**src/rtl/regfile_pkg.sv**
```systemverilog
// Shared constants and parameter defaults for the multi-ported register file.
package regfile_pkg;

  localparam int unsigned DEF_WIDTH   = 32;
  localparam int unsigned DEF_REGBITS = 5;
  localparam int unsigned DEF_NRD     = 2;
  localparam int unsigned DEF_NWR     = 2;

  localparam int unsigned ZERO_REG   = 0;
  // Replicate to any width: {WIDTH{CONST_ZERO}}.
  localparam logic        CONST_ZERO = 1'b0;

endpackage

```
**src/rtl/regfile_mp_if.sv**
```systemverilog
// Read/write/scoreboard bus of regfile_mp; master is the datapath, slave the register file.
interface regfile_mp_if #(
    parameter int unsigned WIDTH   = regfile_pkg::DEF_WIDTH,
    parameter int unsigned REGBITS = regfile_pkg::DEF_REGBITS,
    parameter int unsigned NRD     = regfile_pkg::DEF_NRD,
    parameter int unsigned NWR     = regfile_pkg::DEF_NWR
) ();

    logic [NWR-1:0]         we_i;
    logic [NWR*REGBITS-1:0] wa_i;
    logic [NWR*WIDTH-1:0]   wd_i;
    logic [NRD*REGBITS-1:0] ra_i;
    logic [NRD*WIDTH-1:0]   rd_o;
    logic [NRD-1:0]         rd_busy_o;
    logic                   rsv_i;
    logic [REGBITS-1:0]     rsv_wa_i;
    logic                   flush_i;

    modport master (
        output we_i, wa_i, wd_i, ra_i, rsv_i, rsv_wa_i, flush_i,
        input  rd_o, rd_busy_o
    );

    modport slave (
        input  we_i, wa_i, wd_i, ra_i, rsv_i, rsv_wa_i, flush_i,
        output rd_o, rd_busy_o
    );

endinterface

```
**src/rtl/regfile_scoreboard.sv**
```systemverilog
// Busy vector tracking outstanding producers; flush > reserve > write-clear.
module regfile_scoreboard
    import regfile_pkg::*;
#(
    parameter int unsigned REGBITS = DEF_REGBITS,
    parameter int unsigned NRD     = DEF_NRD,
    parameter int unsigned NWR     = DEF_NWR
) (
    input  logic                   clk,
    input  logic                   rst,
    input  logic [NWR-1:0]         we_i,
    input  logic [NWR*REGBITS-1:0] wa_i,
    input  logic                   rsv_i,
    input  logic [REGBITS-1:0]     rsv_wa_i,
    input  logic                   flush_i,
    input  logic [NRD*REGBITS-1:0] ra_i,
    output logic [NRD-1:0]         busy_o
);

    localparam int unsigned DEPTH = 2 ** REGBITS;

    logic [DEPTH-1:0] busy_q, busy_d;

    always_comb begin
        busy_d = busy_q;
        if (flush_i) begin
            busy_d = '0;
        end else begin
            for (int unsigned k = 0; k < NWR; k++) begin
                if (we_i[k]) busy_d[wa_i[k*REGBITS +: REGBITS]] = 1'b0;
            end
            // Applied after the clears: the reserving instruction is the younger producer.
            if (rsv_i) busy_d[rsv_wa_i] = 1'b1;
        end
        busy_d[ZERO_REG] = 1'b0;
    end

    always_ff @(posedge clk) begin
        if (rst) busy_q <= '0;
        else     busy_q <= busy_d;
    end

    always_comb begin
        busy_o = '0;
        for (int unsigned j = 0; j < NRD; j++) begin
            busy_o[j] = busy_q[ra_i[j*REGBITS +: REGBITS]];
        end
    end

endmodule

```
**src/rtl/regfile_mp.sv**
```systemverilog
// Multi-ported register file (r0 hardwired to zero) with busy scoreboard.
// Define REGFILE_BYPASS_EN to forward same-cycle write data to matching read ports.
module regfile_mp
    import regfile_pkg::*;
#(
    parameter int unsigned WIDTH   = DEF_WIDTH,
    parameter int unsigned REGBITS = DEF_REGBITS,
    parameter int unsigned NRD     = DEF_NRD,
    parameter int unsigned NWR     = DEF_NWR
) (
    input logic          clk,
    input logic          rst,
    regfile_mp_if.slave  bus
);

    localparam int unsigned DEPTH = 2 ** REGBITS;
    localparam logic [REGBITS-1:0] R0 = REGBITS'(ZERO_REG);

    logic [WIDTH-1:0] mem_q [DEPTH];
    logic [NRD-1:0]   sb_busy;
    logic [NRD-1:0]   fwd_hit;

    // Ascending port order so the highest-index writer wins a same-address conflict.
    always_ff @(posedge clk) begin
        if (rst) begin
            for (int unsigned i = 0; i < DEPTH; i++) mem_q[i] <= {WIDTH{CONST_ZERO}};
        end else begin
            for (int unsigned k = 0; k < NWR; k++) begin
                if (bus.we_i[k] && bus.wa_i[k*REGBITS +: REGBITS] != R0) begin
                    mem_q[bus.wa_i[k*REGBITS +: REGBITS]] <= bus.wd_i[k*WIDTH +: WIDTH];
                end
            end
        end
    end

    always_comb begin
        bus.rd_o = '0;
        fwd_hit  = '0;
        for (int unsigned j = 0; j < NRD; j++) begin
            if (bus.ra_i[j*REGBITS +: REGBITS] != R0) begin
                bus.rd_o[j*WIDTH +: WIDTH] = mem_q[bus.ra_i[j*REGBITS +: REGBITS]];
            end
`ifdef REGFILE_BYPASS_EN
            // A write suppressed by reset must not be forwarded either.
            for (int unsigned k = 0; k < NWR; k++) begin
                if (!rst && bus.we_i[k] && bus.ra_i[j*REGBITS +: REGBITS] != R0 &&
                    bus.wa_i[k*REGBITS +: REGBITS] == bus.ra_i[j*REGBITS +: REGBITS]) begin
                    bus.rd_o[j*WIDTH +: WIDTH] = bus.wd_i[k*WIDTH +: WIDTH];
                    fwd_hit[j] = 1'b1;
                end
            end
`endif
        end
    end

    regfile_scoreboard #(
        .REGBITS (REGBITS),
        .NRD     (NRD),
        .NWR     (NWR)
    ) u_scoreboard (
        .clk      (clk),
        .rst      (rst),
        .we_i     (bus.we_i),
        .wa_i     (bus.wa_i),
        .rsv_i    (bus.rsv_i),
        .rsv_wa_i (bus.rsv_wa_i),
        .flush_i  (bus.flush_i),
        .ra_i     (bus.ra_i),
        .busy_o   (sb_busy)
    );

    assign bus.rd_busy_o = sb_busy & ~fwd_hit;

endmodule

```
**src/flat_wrapper.sv**
```systemverilog
// flat-port wrapper written by rule: the top's interface ports become plain ports
module regfile_mp_flat import regfile_pkg::*;
#(
    parameter int unsigned WIDTH   = DEF_WIDTH,
    parameter int unsigned REGBITS = DEF_REGBITS,
    parameter int unsigned NRD     = DEF_NRD,
    parameter int unsigned NWR     = DEF_NWR
)
  (clk, rst, bus_we_i, bus_wa_i, bus_wd_i, bus_ra_i, bus_rsv_i, bus_rsv_wa_i, bus_flush_i, bus_rd_o, bus_rd_busy_o);
  regfile_mp_if #(.WIDTH(WIDTH), .REGBITS(REGBITS), .NRD(NRD), .NWR(NWR)) bus_i ();
  input logic clk;
  input logic rst;
  input wire logic [$bits(bus_i.we_i)-1:0] bus_we_i;
  input wire logic [$bits(bus_i.wa_i)-1:0] bus_wa_i;
  input wire logic [$bits(bus_i.wd_i)-1:0] bus_wd_i;
  input wire logic [$bits(bus_i.ra_i)-1:0] bus_ra_i;
  input wire logic [$bits(bus_i.rsv_i)-1:0] bus_rsv_i;
  input wire logic [$bits(bus_i.rsv_wa_i)-1:0] bus_rsv_wa_i;
  input wire logic [$bits(bus_i.flush_i)-1:0] bus_flush_i;
  output wire logic [$bits(bus_i.rd_o)-1:0] bus_rd_o;
  output wire logic [$bits(bus_i.rd_busy_o)-1:0] bus_rd_busy_o;
  assign bus_i.we_i = bus_we_i;
  assign bus_i.wa_i = bus_wa_i;
  assign bus_i.wd_i = bus_wd_i;
  assign bus_i.ra_i = bus_ra_i;
  assign bus_i.rsv_i = bus_rsv_i;
  assign bus_i.rsv_wa_i = bus_rsv_wa_i;
  assign bus_i.flush_i = bus_flush_i;
  assign bus_rd_o = bus_i.rd_o;
  assign bus_rd_busy_o = bus_i.rd_busy_o;
  regfile_mp #(.WIDTH(WIDTH), .REGBITS(REGBITS), .NRD(NRD), .NWR(NWR)) u_core (.clk(clk), .rst(rst), .bus(bus_i));
endmodule
```
**config.mk**
```make
export PLATFORM = sky130hd
export DESIGN_NAME = regfile_mp_flat
export DESIGN_NICKNAME = d
export VERILOG_FILES = /design/src/rtl/regfile_pkg.sv /design/src/rtl/regfile_mp_if.sv /design/src/rtl/regfile_scoreboard.sv /design/src/rtl/regfile_mp.sv /design/src/flat_wrapper.sv
export SDC_FILE = /design/constraint.sdc
export NUM_CORES = 2
export LEC_CHECK = 0
export BUFFER_PORTS_ARGS = -buffer_cell sky130_fd_sc_hd__buf_2
export CAP_MARGIN = 20
export CELL_PAD_IN_SITES_DETAIL_PLACEMENT = 2
export CELL_PAD_IN_SITES_GLOBAL_PLACEMENT = 2
export CORE_UTILIZATION = 51
export DETAILED_ROUTE_END_ITERATION = 12
export PLACE_DENSITY_LB_ADDON = 0.1
export SLEW_MARGIN = 40
export SYNTH_ARGS = -nofsm -noshare
export SYNTH_HDL_FRONTEND = slang
export SYNTH_SLANG_ARGS = --single-unit
```
**constraint.sdc**
```tcl
create_clock -name clk -period 5.42 [get_ports clk]
set_input_delay 0.542 -clock clk [delete_from_list [all_inputs] [get_ports clk]]
set_output_delay 0.542 -clock clk [all_outputs]
set_load 0.03 [all_outputs]
```
==> results.tsv <==
metric	value	unit
std cell rows	125	
Post-Syn Area	60450	sq um
Non-Filler Instances	5622	
post-CTS sizing	0	
gpl congestion	0.9655	
Iteration-0 DRC Markers	9079	
Leak	22.52	nW
DRT Wirelength	309000	um
number of fill cells	9954	
PwrDens	312.5	nW/um^2
CP most frequent cell	buf_4	
Area Overhead vs Synth	11.14	%
post-route minimum period	4401	ps
total core area	116800	sq um
Post-synth EDFFs	1024	
share of layout cells above drive strength 1	0.2954	
Via density	8.942	
CTS tree	yes	
Crit Path Max Fanout	33	
first-pass GRT wire length	423100	um
Sink Count	1055	
Worst Setup Start Kind	primary input	
WP data required	4880	ps
dpl cells	5378	
Setup CP Type	in2out	
worst path cell trace	buf_6, clkinv_2, buf_4, buf_4, mux2_2, o21ai_0, a311oi_1, buf_2	
slew margin rel.	0.3178	
Final Hold Viols	0	
vias in the first global route	51250	
die width	346.3	um
Pwr Total	21.00	mW
PortBufs	160	
initial cell density of the core	0.5174	
number of buffers and inverters on the critical path	5	
Crit path largest cell delay	700	ps
Routed wire per std cell	54.96	um
initial antenna violation count	42	
Fin Hold WS	320.5	ps
die span in y	346.3	um
Crit-path slowest cell	a311oi_1	
Synth top cells by count	edfxtp_1, a22o_1, mux4_2, clkbuf_1, buf_2	
warnings from Yosys	0	
setup TNS	0	ps
fin crit share	0.8120	
Synth Flop Type	edfxtp_1	
clk_lat worst skew	720	ps
clock slew at reported path FFs	60	ps
sequential area share after synthesis	0.5190	
Max Cap Viol	0	
Post-CTS Setup Bufs	0	
GRT Resource Usage Total	0.5109	
outcome	finished clean	
skew final	0	ps
Setup violations, final	0	
FMAX	227.2	MHz
Crit. End Element	output port	
Num CTS Buffers	118	
H-tree depth	3	
die area	119900	sq um
synth unique cells	47	
Syn Inst Count	4085	
hold-fix buffer count after cts	0	
post-synth top area share	0.5087	
Worst EP arrival	3860	ps
Routed Antenna Nets	0	
residual DRC count	0	
largest net degree at the start of global routing	88	
deepest clock path buffer count	3	
Synth Area per Inst	14.80	sq um
Pre-antenna DRT Iters	6	
crit-path leading delay family	buffers and inverters	
RSZ-0062 raised after global routing	no	
area leader, netlist	edfxtp_1	
via count	50270	
worst hold-check path type	in2reg	
DP HPWL	188200	um
Synth area leaders	edfxtp_1, mux4_2, a22o_1	
flops & latches, synth	1055	
Tightest Pin Transition	1023	ps
cell with the most instances after synthesis	edfxtp_1	
grt ovf	0	
FFs w/ async S/R, synth	0	
clock root cell	clkbuf_16	
Ports	161	
Final Slew Violations	0	
maximum vdd ir drop	0.0002775	V
Final nets	4074	
[placed cells by master, fill, tap and decap left out, types with 8 or more instances in the layout]
cell type / Yosys / routed
edfxtp_1: 1024 / 1024
a22o_1: 992 / 992
mux4_2: 466 / 466
buf_4: 20 / 175
buf_2: 194 / 149
mux2i_1: 130 / 130
a22oi_1: 126 / 126
clkbuf_16: 0 / 120
o21ai_0: 112 / 112
mux2_2: 66 / 66
nor2b_1: 69 / 65
a211oi_1: 64 / 62
a311oi_1: 64 / 53
a221oi_1: 48 / 48
nor2_1: 58 / 37
nand2_1: 37 / 37
clkinv_1: 0 / 32
conb_1: 1 / 32
dfxtp_1: 31 / 31
nor3_4: 11 / 29
clkinv_2: 0 / 28
nor2_4: 0 / 25
clkbuf_1: 415 / 24
diode_2: 0 / 22
buf_12: 0 / 19
o2111ai_1: 16 / 16
and3b_1: 15 / 15
a211o_2: 0 / 14
buf_6: 0 / 13
buf_16: 0 / 12
a311oi_2: 0 / 11
bufinv_16: 0 / 9
nand3b_1: 8 / 8
nor3_2: 9 / 8
nor3b_1: 10 / 8
[cells by family (layout without fill, tap and decap cells)]
group	after synthesis	in the layout	share of synthesized area
AO/OA/AOI/OAI	1451	1451	0.1995
multiplexers	662	662	0.2074
buffers and inverters	634	594	0.04463
AND/OR/NAND/NOR	282	282	0.02941
flip-flops	1055	1055	0.5190
other	1	54	0.00006204
[sequential cells by signal, indices dropped and copies added (netlist names)]
| signal | cells |
|---|---|
| u_core.u_scoreboard.busy_q | 31 |
| u_core.mem_q | 1024 |
[final timing paths]
kind,from,end,slack [ps],depth (start not counted)
worst max register to register,u_core.u_scoreboard.busy_q[8],u_core.u_scoreboard.busy_q[8],4640,2
worst max-delay path,bus_ra_i[0],bus_rd_o[26],1020,8
worst min-delay path,bus_rsv_wa_i[0],u_core.u_scoreboard.busy_q[10],320,4
worst min register to register,u_core.u_scoreboard.busy_q[31],u_core.u_scoreboard.busy_q[31],550,2
[power by group]
group          total, mW  switching, mW  internal, mW
Combinational       3.21           2.15          1.06
Sequential          9.76          0.325          9.44
Clock               8.02           3.57          4.45
[metrics by stage]
step / instance area [sq um] / setup WS [ps] / util
global placement: 62780 / 1097 / 0.5373
global route: 67150 / 1029 / 0.5747
detailed placement: 63270 / 1222 / 0.5415
floorplan: 60560 / 2251 / -
finish: 67180 / 1019 / 0.5750
CTS: 66940 / 1209 / 0.5729
[layer usage]
metal  part of all wire  vias to the layer above  track usage
met4              0.087                       38       0.3711
met2               0.43                     5670       0.7303
met3               0.17                     1492       0.2233
met5             0.0014                        -     0.007203
met1               0.32                    25790       0.6139
li1                   -                    17280            -
[worst register-to-register path: cells and delay by family, from the launching register on]
family	cells	cell delay, ps
DFF	1	340
AOI/OAI and AO/OA	1	220
and+or+nand+nor	1	70
[final cells by class]
cell class	count	area (sq um)	area share
inverter	2	10.01	0.0001490
sequential	1055	31370	0.4670
tap	1524	1907	0.02838
clock inverter	73	578.1	0.008605
timing repair buffer	375	3022	0.04498
multi-input combinational	2427	27140	0.4041
clock buffer	144	3093	0.04604
antenna	22	55.05	0.0008195
(Power assumes the default switching activity.)
